## src/rtl/ppu_pkg.sv

```systemverilog
// Shared types and constants for the PPU VRAM arbiter and its address register.
package ppu_pkg;

  typedef enum logic [1:0] {
    IDLE,
    PEND,
    ACCESS,
    CAPTURE
  } arb_state_t;

  localparam logic [13:0] INC1  = 14'd1;
  localparam logic [13:0] INC32 = 14'd32;

  // VRAM address space is 14 bits wide, so the step wraps naturally.
  function automatic logic [13:0] next_vaddr(input logic [13:0] a, input logic sel32);
    return a + (sel32 ? INC32 : INC1);
  endfunction

endpackage

```

## src/rtl/ppu_vaddr_reg.sv

```systemverilog
// CPU-visible VRAM address register: two-write latch (high byte first) plus
// post-access increment. A CPU address write takes priority over the increment.
module ppu_vaddr_reg
  import ppu_pkg::*;
(
  input  logic        clk,
  input  logic        reset,
  input  logic        addr_wr,
  input  logic [7:0]  wdata,
  input  logic        inc,
  input  logic        inc32,
  output logic [15:0] addr
);

  logic        w;
  logic [13:0] a;

  always_ff @(posedge clk or negedge reset) begin
    if (!reset) begin
      w <= 1'b0;
      a <= '0;
    end else if (addr_wr) begin
      if (!w) a[13:8] <= wdata[5:0];
      else    a[7:0]  <= wdata;
      w <= ~w;
    end else if (inc) begin
      a <= next_vaddr(a, inc32);
    end
  end

  assign addr = {2'b00, a};

endmodule

```

## src/rtl/ppu_vram_arb.sv

```systemverilog
// Arbitrates the VRAM port between the scanline renderer and CPU data-register
// accesses; CPU accesses wait until rendering stops, reads are one-deep buffered.
module ppu_vram_arb
  import ppu_pkg::*;
#(
  parameter int VIS_LINES = 240,
  parameter int PRE_LINE  = 261
) (
  input  logic        clk,
  input  logic        reset,
  input  logic        render_en,
  input  logic [9:0]  scanline,
  input  logic [15:0] render_addr,
  input  logic        cpu_addr_wr,
  input  logic        cpu_data_wr,
  input  logic        cpu_data_rd,
  input  logic [7:0]  cpu_wdata,
  input  logic        inc32,
  input  logic [7:0]  vram_rdata,
  output logic [15:0] vram_addr,
  output logic        vram_we,
  output logic [7:0]  vram_wdata,
  output logic [7:0]  cpu_rdata,
  output logic        busy,
  output logic        overrun
);

  arb_state_t  state, next_state;
  logic        rendering;
  logic        cpu_req;
  logic        acc_wr;
  logic [15:0] acc_addr;
  logic [7:0]  acc_data;
  logic [7:0]  read_buf;
  logic [15:0] addr;

  assign rendering = render_en &&
                     ((scanline < 10'(VIS_LINES)) || (scanline == 10'(PRE_LINE)));
  assign cpu_req   = cpu_data_rd | cpu_data_wr;

  ppu_vaddr_reg u_vaddr (
    .clk     (clk),
    .reset   (reset),
    .addr_wr (cpu_addr_wr),
    .wdata   (cpu_wdata),
    .inc     (state == ACCESS),
    .inc32   (inc32),
    .addr    (addr)
  );

  always_comb begin
    next_state = state;
    case (state)
      IDLE:    if (cpu_req) next_state = PEND;
      PEND:    if (!rendering) next_state = ACCESS;
      ACCESS:  next_state = acc_wr ? IDLE : CAPTURE;
      CAPTURE: next_state = IDLE;
      default: next_state = IDLE;
    endcase
  end

  // Requests arriving while an access is outstanding are dropped and flagged.
  always_ff @(posedge clk or negedge reset) begin
    if (!reset) begin
      state    <= IDLE;
      acc_wr   <= 1'b0;
      acc_addr <= '0;
      acc_data <= '0;
      read_buf <= '0;
      overrun  <= 1'b0;
    end else begin
      state <= next_state;
      if (state == IDLE && cpu_req) begin
        acc_wr   <= cpu_data_wr;
        acc_addr <= addr;
        acc_data <= cpu_wdata;
      end
      if (state == CAPTURE) read_buf <= vram_rdata;
      if (state != IDLE && cpu_req) overrun <= 1'b1;
    end
  end

  assign vram_addr  = (state == ACCESS) ? acc_addr : render_addr;
  assign vram_we    = (state == ACCESS) && acc_wr;
  assign vram_wdata = acc_data;
  assign cpu_rdata  = read_buf;
  assign busy       = (state != IDLE);

endmodule

```

## config.mk

```make
export PLATFORM = sky130hd
export DESIGN_NAME = ppu_vram_arb
export DESIGN_NICKNAME = d
export VERILOG_FILES = /design/src/rtl/ppu_pkg.sv /design/src/rtl/ppu_vaddr_reg.sv /design/src/rtl/ppu_vram_arb.sv
export SDC_FILE = /design/constraint.sdc
export NUM_CORES = 1
export LEC_CHECK = 0
export BUFFER_PORTS_ARGS = -buffer_cell sky130_fd_sc_hd__buf_2
export CAP_MARGIN = 20
export CELL_PAD_IN_SITES_DETAIL_PLACEMENT = 2
export CELL_PAD_IN_SITES_GLOBAL_PLACEMENT = 2
export CORE_MARGIN = 1.5
export CORE_UTILIZATION = 29
export DETAILED_ROUTE_END_ITERATION = 12
export PLACE_DENSITY = 0.87
export SLEW_MARGIN = 20
export SYNTH_ARGS = -nofsm -noshare
export SYNTH_HDL_FRONTEND = slang
export SYNTH_HIERARCHICAL = 1
export SYNTH_SLANG_ARGS = --single-unit
```

## constraint.sdc

```tcl
create_clock -name clk -period 1.8 [get_ports clk]
set_input_delay 0.36 -clock clk [delete_from_list [all_inputs] [get_ports clk]]
set_output_delay 0.36 -clock clk [all_outputs]
set_load 0.005 [all_outputs]
```

==> results of run 1 <==
-- cell families after synthesis --
| logic type | Yosys count | synth area share |
|---|---|---|
| flops | 51 | 0.467 |
| mux | 53 | 0.226 |
| other cells | 1 | 0.00137 |
| buf+inv | 22 | 0.0480 |
| fa+ha+maj | 3 | 0.0137 |
| simple gates | 55 | 0.118 |
| compound gates | 45 | 0.123 |
| xor+xnor | 1 | 0.00320 |
-- per-stage QoR --
step | area, um^2 | setup WS (ps)
2_1_floorplan | 2740 | 16.8
3_3_place_gp | 3330 | 25.7
3_5_place_dp | 3330 | -45.2
4_1_cts | 3540 | -85.1
5_1_grt | 3560 | -154
6_report | 3560 | -80.2
-- sequential cells by signal (all words and copies together) (netlist names) --
signal,count
vram_wdata,8
cpu_rdata,8
overrun,1
u_vaddr/w,1
u_vaddr/a,14
acc_addr,16
state,2
acc_wr,1
-- timing repair --
item / in CTS / in global routing
setup buffers: 2 / 0
hold endpoints to repair: 0 / 0
setup endpoints to repair: 16 / 21
gates resized for setup: 20 / 2
cloned: 1 / 0
hold buffers: 0 / 0
-- worst paths after layout --
check                           endpoint  slack [ps]  cells after the start
min in group clk            cpu_rdata[4]         260                      2
min                         cpu_rdata[3]           9                      2
min reg2reg                vram_wdata[5]         510                      1
max                        vram_addr[12]         -80                      4
max reg2reg                u_vaddr/a[13]         -20                      5
max in group asynchronous   u_vaddr/a[0]        1520                      2
-- layout make-up --
class / count / area share
multi-input combinational: 159 / 0.389
sequential: 51 / 0.359
timing repair buffer: 102 / 0.177
tap: 111 / 0.0390
clock buffer: 7 / 0.0271
inverter: 7 / 0.00739
clock inverter: 1 / 0.00211
-- metal layers --
layer / GRT usage / wire (um) / vias to the layer above
li1: - / - / 1045
met3: 0.0411 / 332 / 18
met1: 0.218 / 3590 / 1164
met4: 0.0596 / 225 / 0
met5: 0 / 0 / -
met2: 0.319 / 4570 / 58
-- synthesized netlist by cell type (all sizes together), types with 2 or more instances --
master / instances / area share
nor2: 6 / 0.0082
and3: 2 / 0.0064
nand4: 5 / 0.014
buf: 11 / 0.033
o31a: 4 / 0.013
dfrtp: 51 / 0.47
nand3: 9 / 0.016
or3: 2 / 0.0046
o21a: 2 / 0.0055
a41o: 2 / 0.0073
a21oi: 7 / 0.013
ha: 3 / 0.014
o211ai: 2 / 0.0055
a211oi: 5 / 0.014
mux2i: 5 / 0.018
a41oi: 2 / 0.013
clkbuf: 4 / 0.0055
o31ai: 2 / 0.0055
o21ai: 9 / 0.016
nor3: 9 / 0.021
inv: 7 / 0.0096
mux2: 48 / 0.21
nor2b: 3 / 0.0078
nand2b: 2 / 0.0046
a31oi: 3 / 0.0092
nand2: 10 / 0.014
-- power by group through the flow --
stage | combinational (W) | clock [W] | sequential, W
3_5_place_dp | 0.00255 | 0 | 0.00223
2_1_floorplan | 0.00168 | 0 | 0.00207
6_report | 0.00278 | 0.000758 | 0.00223
3_3_place_gp | 0.00240 | 0 | 0.00216
5_1_grt | 0.00302 | 0.000830 | 0.00233
4_1_cts | 0.00278 | 0.000780 | 0.00222
==> results.json, run 1 <==
{
  "status": "complete, but fails checks",
  "violations": "negative setup slack",
  "crit_path_end_kind": "output pin",
  "hp-class": "primary input to asynchronous set/reset pin",
  "multiInputGateArea_um2": 1380,
  "drt-wirelength-per-cell_um": 19.9,
  "startpoint_type": "flop",
  "overflow": 0,
  "first_global_vias": 2527,
  "internal-power_w": 0.00360,
  "cpMaxStageDelayCell": "dfrtp_1",
  "final_util": 0.387,
  "hold_ws_ps": 8.72,
  "min_period_over_period": 1.04,
  "syn_area_um2": 2730,
  "worst_ep_required_time_ps": 1440,
  "wirelength_um": 8720,
  "worst-path-max-fanout": 6,
  "crit_type": "flop to output pin",
  "clock-sinks": 51,
  "numPortBuffers": 83,
  "ant_nets": 0,
  "p_total_w": 0.00577,
  "skew_ps": 14.6,
  "p_leak_nw": 1.63,
  "cts_tree": "yes",
  "fin_crit_ps": 1880,
  "clockPowerShare": 0.131,
  "synth-edff-count": 0,
  "crit_family": "flip-flops",
  "h-tree-depth": 2,
  "timing.final.ws_setup_ps": -80.2,
  "core_area_um2": 9200,
  "dr.first_iter.drc_count": 76,
  "maxCapViolCount": 0,
  "fin_cells": 438,
  "setup_tns_ps": -1160,
  "start_util": 0.297,
  "yosysUniqueCellTypes": 52,
  "num_rows": 35,
  "seq_area_um2": 1280,
  "yosys_warnings": 6,
  "critPathBufInv": 2,
  "area_growth_pct": 30.1,
  "worstPathArrival_ps": 1520,
  "num-fill-cells": 993,
  "critical_path.cell_chain": "nor2b_4 > buf_4 > mux2_4 > buf_2",
  "synth_flop_cell": "dfrtp_1",
  "dpl.hpwl_um": 6120,
  "die_h_um": 100,
  "syn_inst": 231,
  "finalHoldViolations": 0,
  "comb_power_share": 0.482,
  "grt_max_degree": 52,
  "cts-root-buf": "clkbuf_8",
  "seqPwrFrac": 0.387,
  "clockBufferDepth": 2,
  "crit_start": "state[0]",
  "fmax_ghz": 0.532,
  "layout.nets": 378,
  "synth-seq-area-share": 0.467,
  "dp.cells": 427,
  "switching_share": 0.377,
  "grt_pass1_wl_um": 13800,
  "layout-drive-gt1-share": 0.514,
  "rsz0062_at_grt": "yes",
  "async_flop_share": 1.00,
  "drv_slew": 0,
  "drt_drc_violations_left": 0,
  "switching_power_w": 0.00217,
  "final_cell_mix": "77 x buf_2, 51 x dfrtp_1, 32 x mux2_2, 16 x mux2_4, 15 x buf_4",
  "cts_buffers": 5,
  "insertion_delay_ps": 320,
  "dr.pass1.iters": 4,
  "critical_path.max_stage_delay_ps": 420,
  "p_per_area_nw_per_um2": 1620,
  "grt_usage": 0.181,
  "vias": 2285,
  "final_common_cell": "buf_2",
  "finalSetupViolCount": 17,
  "path_clk_slew_ps": 110,
  "rr_startpoint": "u_vaddr/a[5]",
  "synth.avg_cell_area_um2": 11.8,
  "ir_worst_vdd_uv": 479,
  "ios": 84,
  "die-area_um2": 10000,
  "die_w_um": 100,
  "insertedDiodeCount": 0,
  "drt-vias-per-instance": 5.22,
  "globalplace.congestion": 0.815,
  "antenna_found_initial": 0,
  "synth-seq-cells": 51
}
Power figures use the tool's default switching activity.
==> run 2, diff against run 1 <==
--- a/config.mk
+++ b/config.mk
@@ -10,11 +10,10 @@
 export CELL_PAD_IN_SITES_DETAIL_PLACEMENT = 2
 export CELL_PAD_IN_SITES_GLOBAL_PLACEMENT = 2
 export CORE_MARGIN = 1.5
-export CORE_UTILIZATION = 29
+export CORE_UTILIZATION = 27
 export DETAILED_ROUTE_END_ITERATION = 12
 export PLACE_DENSITY = 0.87
 export SLEW_MARGIN = 20
 export SYNTH_ARGS = -nofsm -noshare
 export SYNTH_HDL_FRONTEND = slang
-export SYNTH_HIERARCHICAL = 1
 export SYNTH_SLANG_ARGS = --single-unit
==> results.json, run 2 <==
{
  "drv_slew": 0,
  "switching_share": 0.380,
  "core_area_um2": 9150,
  "hp-class": "primary input to asynchronous set/reset pin",
  "clock-sinks": 49,
  "path_clk_slew_ps": 90,
  "num-fill-cells": 1023,
  "drt-wirelength-per-cell_um": 17.4,
  "ant_nets": 0,
  "switching_power_w": 0.00204,
  "comb_power_share": 0.485,
  "drt-vias-per-instance": 5.07,
  "crit_family": "simple AND/OR/NAND/NOR gates",
  "clockBufferDepth": 2,
  "cp_common_cell": "nand2_1",
  "layout.nets": 395,
  "syn_area_um2": 2530,
  "reg2regPathDepth": 5,
  "cts-root-buf": "clkbuf_8",
  "start_util": 0.276,
  "internal-power_w": 0.00332,
  "synth.avg_cell_area_um2": 10.3,
  "p_per_area_nw_per_um2": 1610,
  "seqPwrFrac": 0.392,
  "p_leak_nw": 1.57,
  "cts_buffers": 5,
  "wirelength_um": 7880,
  "final_util": 0.364,
  "syn_nets": 298,
  "synth-seq-cells": 49,
  "worstPathArrival_ps": 1390,
  "dpl.hpwl_um": 5710,
  "drt_drc_violations_left": 0,
  "reg.largest.list": "acc_addr x14, u_vaddr.a x14",
  "crit_type": "flop to output pin",
  "layout-drive-gt1-share": 0.429,
  "h-tree-depth": 2,
  "tightest_slew_ps": 651,
  "final_cell_mix": "83 x buf_2, 54 x nand2_1, 49 x dfrtp_1, 30 x mux2_2, 13 x buf_4",
  "yosys-top-cells-count": "55 x nand2_1, 49 x dfrtp_1, 30 x mux2_2, 10 x nor2_1, 7 x a31oi_1",
  "critical_path.cell_chain": "and2b_4 > buf_4 > nand2_1 > nand2_1 > buf_2",
  "finalHoldViolations": 0,
  "async_flop_share": 1.00,
  "yosysTopAreaCell": "dfrtp_1",
  "die_w_um": 99.8,
  "insertion_delay_ps": 300,
  "die-area_um2": 9950,
  "skew_ps": 6.72,
  "clockPowerShare": 0.123,
  "syn_inst": 246,
  "antenna_found_initial": 0,
  "placed_cell_area_um2": 3160,
  "rr_startpoint": "state[0]",
  "numPortBuffers": 83,
  "first_global_vias": 2515,
  "rsz0062_at_grt": "yes",
  "yosysUniqueCellTypes": 45,
  "finalSetupViolCount": 0,
  "num_rows": 35,
  "critical_path.max_stage_delay_ps": 410,
  "rrSetupSlack_ps": 60,
  "synth-edff-count": 0,
  "globalplace.congestion": 0.895,
  "fmax_ghz": 0.571,
  "min_period_over_period": 0.972,
  "grt_pass1_wl_um": 12600,
  "crit_path_end_kind": "output pin",
  "yosys_warnings": 0,
  "ir_worst_vdd_uv": 629,
  "setup_tns_ps": 0,
  "die_h_um": 99.8,
  "fin_cells": 454,
  "ys_top_cells_by_area": "dfrtp_1 49%, mux2_2 13%, nand2_1 8.2%",
  "grt_max_degree": 50,
  "grt_usage": 0.158,
  "relSlewSlack": 0.566,
  "insertedDiodeCount": 0,
  "r2r-end": "u_vaddr.a[9]",
  "netlist.area_leader.share": 0.485,
  "area_growth_pct": 31.8,
  "synth-seq-area-share": 0.485,
  "fin_crit_ps": 1750,
  "worst-path-max-fanout": 4,
  "stdcell_area_um2": 3330,
  "cpMaxStageDelayCell": "dfrtp_1",
  "startpoint_type": "flop",
  "cts_tree": "yes",
  "worst_ep_required_time_ps": 1440,
  "ios": 84,
  "vias": 2301,
  "dp.cells": 441,
  "dr.first_iter.drc_count": 105,
  "status": "finished clean",
  "dr.pass1.iters": 4,
  "final_common_cell": "buf_2",
  "synth_flop_cell": "dfrtp_1",
  "overflow": 0,
  "maxCapViolCount": 0,
  "synth.most_common_cell": "nand2_1",
  "critPathBufInv": 2
}
## run 2: cell count changes after synthesis, sizes merged, moves of 4 or more
cell   before  now
a31oi       3    7
buf        11    6
mux2       48   30
nand2      10   55
nand3       9    3
nor2        6   11
nor3        9    0
o21ai       9    4
## run 2: area by class of cell
cell class                 instances  area [um^2]  area share
clock buffer                       7         86.3      0.0259
multi-input combinational        179         1230       0.369
tap                              111          139      0.0417
timing repair buffer             102          628       0.189
inverter                           6         22.5     0.00676
sequential                        49         1230       0.368
## run 2: per-layer routing
metal	wire length (um)	track usage	vias to the layer above
li1	-	-	1068
met1	3430	0.198	1170
met2	4090	0.286	55
met3	296	0.0309	8
met4	60	0.0282	0
met5	0	0	-
## run 2: what timing repair did
action,4_1_cts,5_1_grt
setup endpoints to repair,12,9
hold buffers,0,0
gates resized for setup,3,5
pin swaps,0,1
cloned,0,1
setup buffers,2,3
## run 2: power by group through the flow
stage               logic [W]  registers, W  clock network [W]
floorplan             0.00152       0.00197                  0
global placement      0.00230       0.00206                  0
detailed placement    0.00244       0.00212                  0
CTS                   0.00250       0.00210           0.000691
global route          0.00286       0.00218           0.000723
finish                0.00260       0.00210           0.000661
## run 2: metrics by stage
stage               worst slack [ps]  power, W  hold WS (ps)
floorplan                        167   0.00349          64.4
global placement                80.6   0.00436           385
detailed placement              38.6   0.00456           375
CTS                             26.8   0.00529          48.5
global route                   -10.7   0.00577          54.6
finish                          49.7   0.00536          46.1
## run 2: how the worst max path moves through the flow
stage               startpoint             to  slack, ps  cells past startpoint
floorplan             state[0]  vram_addr[10]        170                      5
global placement         inc32  u_vaddr.a[13]         80                      5
detailed placement       inc32  u_vaddr.a[13]         40                      5
CTS                   state[0]   vram_addr[8]         30                      5
global route          state[0]   vram_addr[7]        -10                      5
finish                state[0]   vram_addr[7]         50                      5
## run 2: logic make-up after synthesis
family | Yosys count | share of synthesized area
and+or+nand+nor | 97 | 0.181
AOI/OAI and AO/OA | 41 | 0.124
adders and majority gates | 3 | 0.0149
buffers and inverters | 18 | 0.0312
xor gates and xnor gates | 2 | 0.00693
muxes | 36 | 0.157
DFF | 49 | 0.485
==> run 3, diff against run 2 <==
--- a/config.mk
+++ b/config.mk
@@ -13,6 +13,8 @@
 export CORE_UTILIZATION = 27
 export DETAILED_ROUTE_END_ITERATION = 12
 export PLACE_DENSITY = 0.87
+export SETUP_SLACK_MARGIN = 0.5
+export SKIP_LAST_GASP = 1
 export SLEW_MARGIN = 20
 export SYNTH_ARGS = -nofsm -noshare
 export SYNTH_HDL_FRONTEND = slang
==> results.json, run 3 (synthesis results as in run 2) <==
{
  "layout-drive-gt1-share": 0.559,
  "grt_usage": 0.198,
  "area_growth_pct": 52.0,
  "wirelength_um": 10100,
  "cts_buffers": 5,
  "ios": 84,
  "final_cell_mix": "81 x buf_2, 45 x nand2_1, 44 x dfrtp_1, 28 x buf_4, 21 x mux2_4",
  "cpMaxStageDelayCell": "dfrtp_1",
  "skew_ps": 8.45,
  "crit_end": "u_vaddr.a[8]",
  "cts_tree": "yes",
  "h-tree-depth": 2,
  "worstPathArrival_ps": 2010,
  "grt_pass1_wl_um": 15000,
  "cp_common_cell": "buf_4",
  "clock-sinks": 49,
  "rr_startpoint": "state[0]",
  "clockBufferDepth": 2,
  "violations": "negative setup slack",
  "worst-path-max-fanout": 5,
  "p_per_area_nw_per_um2": 1740,
  "path_clk_slew_ps": 100,
  "hold_ws_ps": 21.0,
  "finalSetupViolCount": 1,
  "rrSetupSlack_ps": -10,
  "timing.final.ws_setup_ps": -12.7,
  "crit_path_end_kind": "flop",
  "pre_cts_ws_ps": -48.3,
  "die_h_um": 99.8,
  "ir_worst_vdd_uv": 474,
  "die_w_um": 99.8,
  "num-fill-cells": 958,
  "rsz0062_at_grt": "yes",
  "die-area_um2": 9950,
  "ant_nets": 0,
  "crit_type": "flop to flop",
  "final_util": 0.420,
  "overflow": 0,
  "fmax_ghz": 0.552,
  "hp-class": "primary input to asynchronous set/reset pin",
  "globalplace.congestion": 0.848,
  "first_global_vias": 2828,
  "r2r-end": "u_vaddr.a[8]",
  "cts-root-buf": "clkbuf_8",
  "drt-wirelength-per-cell_um": 21.0,
  "crit_start": "state[0]",
  "core_area_um2": 9150,
  "insertedDiodeCount": 0,
  "critical_path.cell_chain": "and2b_4 > buf_4 > buf_6 > nand3_4 > buf_4 > o21ai_1 > a31oi_4",
  "maxCapViolCount": 0,
  "finalHoldViolations": 0,
  "startpoint_type": "flop",
  "p_total_w": 0.00667,
  "dpl.hpwl_um": 5780,
  "min_period_over_period": 1.01,
  "vias": 2470,
  "setup_tns_ps": -12.7,
  "num_rows": 35,
  "antenna_found_initial": 0,
  "start_util": 0.276,
  "reg2regPathDepth": 7,
  "grt_max_degree": 50,
  "drt-vias-per-instance": 5.17,
  "layout.nets": 419,
  "insertion_delay_ps": 320,
  "drv_slew": 0,
  "final_common_cell": "buf_2",
  "fin_crit_ps": 1810,
  "worst_ep_required_time_ps": 1990,
  "status": "complete, but fails checks",
  "tightest_slew_ps": 386,
  "reg.largest.list": "acc_addr x14, u_vaddr.a x14",
  "dr.pass1.iters": 4,
  "drt_drc_violations_left": 0,
  "relSlewSlack": 0.740,
  "numPortBuffers": 83,
  "p_leak_nw": 1.80,
  "dr.first_iter.drc_count": 79,
  "critical_path.max_stage_delay_ps": 420
}
[run 3: repair_timing]
action | in CTS | in global routing
gates resized for setup | 31 | 24
setup endpoints to repair | 54 | 55
buffers inserted | 19 | 9
cloned | 3 | 1
pin swaps | 18 | 12
hold buffers | 0 | 0
[run 3: area by class of cell]
cell class	instances	area (um^2)	area share
clock buffer	6	82.6	0.0215
timing repair buffer	126	871	0.227
sequential	49	1230	0.321
clock inverter	1	7.51	0.00195
inverter	6	22.5	0.00586
multi-input combinational	179	1480	0.386
tap	111	139	0.0362
[run 3: metal layers]
| metal | GRT usage | up-vias | wire length [um] |
|---|---|---|---|
| met2 | 0.387 | 76 | 5630 |
| met5 | 0 | - | 0 |
| met4 | 0.0845 | 0 | 362 |
| met1 | 0.208 | 1249 | 3710 |
| li1 | - | 1121 | - |
| met3 | 0.0274 | 24 | 358 |
[run 3: through the flow]
stage               cell area (um^2)  std cells
floorplan                       2670        246
global placement                3240        439
detailed placement              3240        439
finish                          3840        478
global route                    3840        478
CTS                             3650        468
[run 3: how the worst min path moves through the flow]
stage | start | to | slack, ps | depth (start not counted)
final | reset | acc_addr[7] | 20 | 2
after global routing | reset | acc_addr[7] | 50 | 2
after CTS | reset | acc_addr[8] | 40 | 2
after detailed placement | reset | u_vaddr.a[8] | 380 | 2
after global placement | reset | acc_addr[9] | 380 | 2
after floorplan | reset | acc_addr[0] | 60 | 0
[run 3: worst max-delay path: cells and delay by family, from the launching register on]
kind / cells / cell delay [ps]
AND/OR/NAND/NOR: 2 / 420
flip-flops: 1 / 420
buffers and inverters: 3 / 390
AO/OA/AOI/OAI: 2 / 460
[run 3: power breakdown]
group          internal [W]  switching, W  leakage, nW  total (W)
logic               0.00211       0.00170         1.20    0.00381
registers           0.00165      0.000507        0.554    0.00215
clock network      0.000305      0.000401       0.0433   0.000706
